File: src/rtl/crc5_usb_pkg.sv
// Shared constants, FSM encoding and CRC-5/USB bit step for the transmitter/receiver pair.
package crc5_usb_pkg;
  localparam int MSG_W   = 11;
  localparam int CRC_W   = 5;
  localparam int FRAME_W = MSG_W + CRC_W;

  localparam logic [CRC_W-1:0] CRC5_POLY     = 5'b00101;
  localparam logic [CRC_W-1:0] CRC5_INIT     = 5'b11111;
  localparam logic [CRC_W-1:0] CRC5_RESIDUAL = 5'b01100;

  typedef enum logic [1:0] {
    ST_CAPTURE,
    ST_TRANSMIT,
    ST_HALT
  } state_e;

  function automatic logic [CRC_W-1:0] crc5_step(
    input logic [CRC_W-1:0] crc,
    input logic             b,
    input logic [CRC_W-1:0] poly = CRC5_POLY
  );
    logic fb;
    fb = b ^ crc[CRC_W-1];
    return {crc[CRC_W-2:0], 1'b0} ^ (fb ? poly : '0);
  endfunction
endpackage

File: src/rtl/crc5_lfsr.sv
// Serial CRC-5 register: preset on reset/clear, advances one message bit per enabled clock.
module crc5_lfsr
  import crc5_usb_pkg::*;
#(
  parameter logic [CRC_W-1:0] POLY = CRC5_POLY,
  parameter logic [CRC_W-1:0] INIT = CRC5_INIT
) (
  input  logic             clk,
  input  logic             rst,
  input  logic             i_clr,
  input  logic             i_en,
  input  logic             i_bit,
  output logic [CRC_W-1:0] o_crc
);
  logic [CRC_W-1:0] r_crc;

  always_ff @(posedge clk) begin
    if (rst || i_clr)
      r_crc <= INIT;
    else if (i_en)
      r_crc <= crc5_step(r_crc, i_bit, POLY);
  end

  assign o_crc = r_crc;
endmodule

File: src/rtl/crc_transmitter.sv
// Captures an 11-bit serial message, then emits message + inverted CRC-5 (MSB first) once per reset.
// Optional CRC_TX_NRZI_EN: send carries the frame NRZI-encoded (0 toggles the line, 1 holds it).
module crc_transmitter
  import crc5_usb_pkg::*;
#(
  parameter logic [CRC_W-1:0] POLY = CRC5_POLY,
  parameter logic [CRC_W-1:0] INIT = CRC5_INIT
) (
  input  logic             clk,
  input  logic             rst,
  input  logic             in,
  output logic             send,
  output logic             done,
  output logic             OK,
  output logic [MSG_W-1:0] msg
);
  localparam int CNT_W = $clog2(FRAME_W);

  state_e             r_state, w_state_nxt;
  logic [CNT_W-1:0]   r_cnt;
  logic [MSG_W-1:0]   r_msg, w_msg_nxt;
  logic [FRAME_W-1:0] r_frame, w_frame;
  logic [CRC_W-1:0]   w_crc, w_crc_fin;
  logic               r_send, r_done, r_ok;
  logic               w_cap, w_last_cap, w_last_tx;
  logic               w_bit, w_bit_vld;

  assign w_cap      = (r_state == ST_CAPTURE);
  assign w_last_cap = w_cap && (r_cnt == CNT_W'(MSG_W - 1));
  assign w_last_tx  = (r_state == ST_TRANSMIT) && (r_cnt == CNT_W'(FRAME_W - 1));

  crc5_lfsr #(.POLY(POLY), .INIT(INIT)) u_lfsr (
    .clk   (clk),
    .rst   (rst),
    .i_clr (1'b0),
    .i_en  (w_cap),
    .i_bit (in),
    .o_crc (w_crc)
  );

  // The frame is latched on the last capture edge, so fold in bit 10 combinationally.
  assign w_crc_fin = crc5_step(w_crc, in, POLY);

  always_comb begin
    w_msg_nxt = r_msg;
    if (w_cap)
      w_msg_nxt[r_cnt] = in;
  end

  always_comb begin
    w_frame = '0;
    w_frame[MSG_W-1:0] = w_msg_nxt;
    for (int j = 0; j < CRC_W; j++)
      w_frame[MSG_W+j] = ~w_crc_fin[CRC_W-1-j];
  end

  always_comb begin
    w_state_nxt = r_state;
    case (r_state)
      ST_CAPTURE:  if (w_last_cap) w_state_nxt = ST_TRANSMIT;
      ST_TRANSMIT: if (w_last_tx)  w_state_nxt = ST_HALT;
      ST_HALT:     w_state_nxt = ST_HALT;
      default:     w_state_nxt = ST_CAPTURE;
    endcase
  end

  always_ff @(posedge clk) begin
    if (rst) r_state <= ST_CAPTURE;
    else     r_state <= w_state_nxt;
  end

  // Next data bit to place on the line: frame[0] on the last capture edge, then frame[cnt+1].
  always_comb begin
    w_bit_vld = 1'b0;
    w_bit     = 1'b0;
    if (w_last_cap) begin
      w_bit_vld = 1'b1;
      w_bit     = w_frame[0];
    end else if ((r_state == ST_TRANSMIT) && !w_last_tx) begin
      w_bit_vld = 1'b1;
      w_bit     = r_frame[r_cnt + 1'b1];
    end
  end

  always_ff @(posedge clk) begin
    if (rst) begin
      r_cnt   <= '0;
      r_msg   <= '0;
      r_frame <= '0;
      r_done  <= 1'b0;
      r_ok    <= 1'b0;
`ifdef CRC_TX_NRZI_EN
      r_send  <= 1'b1;
`else
      r_send  <= 1'b0;
`endif
    end else begin
      r_done <= 1'b0;
      case (r_state)
        ST_CAPTURE: begin
          r_msg <= w_msg_nxt;
          if (w_last_cap) begin
            r_cnt   <= '0;
            r_frame <= w_frame;
          end else begin
            r_cnt <= r_cnt + 1'b1;
          end
        end
        ST_TRANSMIT: begin
          if (w_last_tx) begin
            r_cnt  <= '0;
            r_done <= 1'b1;
            r_ok   <= 1'b1;
          end else begin
            r_cnt <= r_cnt + 1'b1;
          end
        end
        default: ;
      endcase
`ifdef CRC_TX_NRZI_EN
      if (w_bit_vld)
        r_send <= w_bit ? r_send : ~r_send;
`else
      r_send <= w_bit_vld & w_bit;
`endif
    end
  end

  assign send = r_send;
  assign done = r_done;
  assign OK   = r_ok;
  assign msg  = r_msg;
endmodule

File: config.mk
export PLATFORM = sky130hd
export DESIGN_NAME = crc_transmitter
export DESIGN_NICKNAME = d
export VERILOG_FILES = /design/src/rtl/crc5_usb_pkg.sv /design/src/rtl/crc5_lfsr.sv /design/src/rtl/crc_transmitter.sv
export SDC_FILE = /design/constraint.sdc
export NUM_CORES = 1
export LEC_CHECK = 0
export BUFFER_PORTS_ARGS = -buffer_cell sky130_fd_sc_hd__buf_2
export CORE_ASPECT_RATIO = 0.75
export CORE_UTILIZATION = 51
export CTS_CLUSTER_SIZE = 24
export DETAILED_ROUTE_END_ITERATION = 10
export GPL_TIMING_DRIVEN = 0
export PLACE_DENSITY_LB_ADDON = 0.15
export SLEW_MARGIN = 20
export SYNTH_ARGS = -nofsm -noshare
export SYNTH_HDL_FRONTEND = slang
export SYNTH_SLANG_ARGS = --single-unit
export TNS_END_PERCENT = 30
File: constraint.sdc
create_clock -name clk -period 3.6 [get_ports clk]
set_input_delay 0.18 -clock clk [delete_from_list [all_inputs] [get_ports clk]]
set_output_delay 0.18 -clock clk [all_outputs]
set_load 0.005 [all_outputs]
======== After elaboration in Yosys (flattened, before gate mapping) ========
Cells that the tools add are included.
word-level totals
  register bits ........................... 41
  input port bits ......................... 3
  output and inout port bits .............. 14
  logic and storage cells ................. 56
operators by class
  add/subtract/negate cells ............... 1
  $lt $le $gt $ge ......................... 3
  equal/unequal tests ..................... 6
  muxes and demuxes ....................... 18
  bitwise operators ....................... 9
  reductions and logical operators ........ 11
operator list
  kind                 number
  $bwmux 11            1
  $mux 11              1
  $lt 4x5->1 const B   2
  $eq 4x4->1 const B   2
  $mux 4               2
  $pmux 4 s2           1
  $mux 1               7
  $not 1->1            6
  $pmux 2 s3           1
  $reduce_and 2->1     3
  $xor 5x5->5          1
  $add 4x1->4 const B  1
  $bmux 1 s4           1
  $demux 1 s4          1
  $ge 4x1->1 const B   1
  $logic_and 1x1->1    4
  $mux 2               2
  $mux 3               1
  $eq 2x1->1 const B   1
  $eq 2x2->1 const B   1
  $logic_not 2->1      1
  $ne 2x1->1 const B   1
  $ne 2x2->1 const B   1
  $reduce_bool 2->1    1
  other kinds (4)      4

======== Logic depth before layout (Yosys ltp) ========
  depth after elaboration ................. 8
  depth in mapped cells ................... 8
  mapped depth without buffers ............ 6

======== Modules after synthesis ========
From an unflattened synthesis, not the netlist that was laid out.
second synthesis, totals
  cells, all modules ...................... 204
  area total of the unflattened synthesis .. 1961.9 um^2
by module, submodules not included
  module           instances  cells an instance  area an instance (um^2)  seq. area each (um^2)
  crc_transmitter  1          184                1744.2                   720.7
  crc5_lfsr        1          20                 217.7                    100.1

======== Worst setup path before layout ========
Ideal clock, no wire load.
  path type ............................... reg2reg
  from .................................... register r_cnt[0]
  to ...................................... register r_send (netlist: send)
  library setup time ...................... 0.125 ns
  arrival ................................. 1.825 ns
  data required time ...................... 3.475 ns
  path slack .............................. 1.650 ns
  stages on the path, launching flop included .. 8
  buffers on the path ..................... 1
  period minus slack after synthesis ...... 1.950 ns
  path through ............................ dfxtp_1 -> buf_6 -> inv_1 -> ha_1 -> mux4_1 -> mux2i_1 -> mux2_2 -> o32ai_2
on the way
  cells in the longest elaborated chain, start to end .. 8
  elaborated cells on any way between the ends .. 21
  classes of those cells .................. 1 x add/sub; 2 x order compare; 2 x eq/ne; 10 x mux; 1 x bitwise; 5 x reduce/logical
RTL lines
  element                                              line                    source
  from (decl)                                          crc_transmitter.sv:20   logic [CNT_W-1:0] r_cnt;
  from (signal assigned)                               crc_transmitter.sv:106  r_cnt <= r_cnt + 1'b1;
  from (signal assigned)                               crc_transmitter.sv:115  r_cnt <= r_cnt + 1'b1;
  branches (longest 7 deep; another with $add 4x1->4)  --
  $and 1x1->1 (*)                                      crc_transmitter.sv:124  r_send <= w_bit_vld & w_bit;
  to (signal assigned)                                 crc_transmitter.sv:124
  to (decl)                                            crc_transmitter.sv:24   logic r_send, r_done, r_ok;
Every way passes the cells marked *. The select of a mux whose other input is x is not followed.
A chain may end at the register's enable or synchronous reset.

======== Final worst setup path ========
Same ends and word-level chain as after synthesis.

==> out/metrics.cfg <==
[floorplan]
core_area_um2 = 3420
die-width_um = 72.6
die_y_um = 55.0
dieArea_um2 = 3990
rows = 18
io_pins = 17
initial_core_util_pct = 55.7

[route]
route.detailed.drc = 0
vias = 1554
wl_mm = 4.30
drtIter0Drc = 104
first_pass_iters = 4
drt.antenna.violating_nets = 0
wl_per_cell_um = 15.6
viasPerCell = 5.65

[power_and_ir_drop]
p_comb_share_pct = 9.2
p_int_uw = 727
p_sw_uw = 216
cellLeakagePower_nw = 0.871
switching_share_pct = 22.9
p_per_area_nw_per_um2 = 435
ir_drop_mv = 0.296
power_frac_seq_pct = 50.2
power_frac_clock_pct = 40.6
power_uw = 943

[setup_path]
r2r_slack_ps = 1390
crit_required_ps = 3780
reg2reg_depth = 7
critPathLaunchType = register
cp_max_fo = 7
critPathKind = reg -> reg
r2r-start = r_cnt[0]
cp_slowest_stage_delay_ps = 610
timing.rr.end = send
slowest_stage = mux4_1
critPathArrivalTime_ps = 2400
cp_cell_sequence = buf_6 > inv_1 > ha_1 > mux4_1 > mux2i_1 > mux2_2 > o32ai_2
end_kind = register

[sta]
slew_headroom_pct = 62.9
fin_skew_ps = 6.63
tns_ps = 0
period_share_pct = 61.5
finalHoldViolations = 0
max_clock_freq_mhz = 452
period_minus_slack_ps = 2210
worstMarginPinSlew_ps = 556
maxSlewViolCount = 0
setup-violations-final = 0
rsz0062_at_grt = false

[clocking]
cts_buffers = 5
clk_latency_ps = 290
cts_setup_buffers = 0
clk_root_buffer_cell = clkbuf_8
clockBufferDepth = 2
cts.repair.resized = 0
cts_tree = built
cts_sinks = 41
htree_num_levels = 2
clk_pin_slew_worst_paths_ps = 80
ctsHoldBuffers = 0

[cells_and_area]
drive_above_1_share_pct = 17.3
design_area_um2 = 2170
fill_cells = 288
syn2layout_area_growth_pct = 13.6
diodes = 0
finalNetCount = 234
final-seq-area_um2 = 821
multi_input_area_um2 = 968
stdcell_count = 275

[worst_hold_path]
holdCritStartpoint = in
hold_end = msg[4]
min_delay_path_depth = 3
min_path_type = in -> reg

[global_routing]
antenna_found_initial = 0
grt_max_degree = 13
grt_pass1_vias = 1446
grt_pass1_wl_mm = 6.89
gr-total-overflow = 0
grt_usage_pct = 23.9

[placement]
gp_congestion = 0.862
placed_area_um2 = 2050
dp.cells = 267
dp_hpwl_mm = 3.15
port_buffers = 16

[synthesis]
synth_edf_count = 0
ys.flop_type = dfxtp_1
ys_warn_count = 0
syn_area_per_cell_um2 = 9.49
synth_area_um2 = 1910
synth.distinct_cells = 38
syn_inst = 201
syn_nets = 211
ys_async_sr_fraction_pct = 0
yosysSeqAreaShare_pct = 43.0
ys_ff_latch = 41

[run]
max-cap-violations = 0

[status]
status = finished clean

==> cell type report <==
class | instances | area share (%)
Buffer | 14 | 4.62
Clock buffer | 7 | 3.98
Clock inverter | 1 | 1.39
Inverter | 5 | 0.866
Multi-Input combinational cell | 141 | 44.7
Sequential cell | 41 | 37.9
Tap cell | 50 | 2.89
Timing Repair Buffer | 16 | 3.70
==> worst max-delay path by stage <==
stage / from / to / slack (ps) / depth (start not counted)
after floorplan: r_cnt[0] / send / 1650 / 7
after global placement: r_cnt[0] / send / 1420 / 7
after detailed placement: r_cnt[0] / send / 1420 / 7
after CTS: r_cnt[0] / send / 1390 / 7
after global routing: r_cnt[0] / send / 1310 / 7
final: r_cnt[0] / send / 1390 / 7
==> critical path, delay by kind of cell, from the launching register on <==
family	cells	cell delay [ps]
AO/OA/AOI/OAI	1	80
buffers and inverters	2	230
flip-flops	1	420
adder cells (fa/ha/maj)	1	440
multiplexers	3	940
==> cells in the final DEF, fill, tap and decap left out, drive strengths merged <==
master   n
nor3b    2
a311oi   1
o32a     1
or2      2
nand2   28
dfxtp   41
xor2     1
a211oi   9
clkbuf  16
nor2b    5
nand4    4
mux2     1
buf     21
inv      5
xnor2    3
mux4     4
nand3b   1
o32ai    1
ha       7
nor4bb   1
nand3   13
a31oi    1
bufinv   1
nor2    18
and3     2
o21ai    2
o22ai    1
and3b    1
or3      1
a21oi   19
a211o    4
mux2i    7
or2b     1
==> sequential cells by signal, indices dropped and copies added (netlist names) <==
register      count
OK                1
send              1
done              1
r_frame          16
u_lfsr.o_crc      5
r_cnt             4
msg              11
r_state           2
==> cell usage after synthesis (5+ instances only) <==
master | instances | area share (%)
a211oi_1 | 9 | 3.5
inv_1 | 5 | 0.98
nor2_1 | 18 | 3.5
a21oi_1 | 19 | 5.0
mux2i_1 | 7 | 3.7
nor2b_1 | 5 | 1.6
dfxtp_1 | 41 | 43
nand3_1 | 12 | 3.1
ha_1 | 7 | 4.6
clkbuf_1 | 6 | 1.2
nand2_1 | 28 | 5.5
==> power groups by stage <==
stage / Clock, mW / Sequential, mW / Combinational, mW
after global placement: 0 / 0.483 / 0.0846
after global routing: 0.406 / 0.475 / 0.0953
after CTS: 0.391 / 0.473 / 0.0864
final: 0.383 / 0.473 / 0.0872
after detailed placement: 0 / 0.484 / 0.0863
after floorplan: 0 / 0.482 / 0.0639
==> cells by family after synthesis <==
family / synth area share (%)
AO/OA/AOI/OAI: 13.4
XOR/XNOR: 2.82
adder cells (fa/ha/maj): 4.59
buffers and inverters: 6.23
flip-flops: 43.0
multiplexers: 9.77
AND/OR/NAND/NOR: 20.2
==> stage by stage <==
step                      hold WS, ps  utilization [%]  setup WS [ps]
after floorplan                   344                -           1650
after global placement            439             59.9           1420
after detailed placement          446             59.9           1420
after CTS                         197             63.3           1390
after global routing              227             63.3           1310
final                             196             63.3           1390
==> routing by layer <==
layer / GRT usage, % / part of all wire, % / routed length, um / up-vias
li1: - / - / - / 749
met1: 30.1 / 48 / 2050 / 752
met2: 41.3 / 47 / 2020 / 44
met3: 4.89 / 3.9 / 169 / 9
met4: 9.15 / 1.4 / 61 / 0
met5: 0 / 0 / 0 / -
Note: power is estimated with default switching activity, not from simulation.
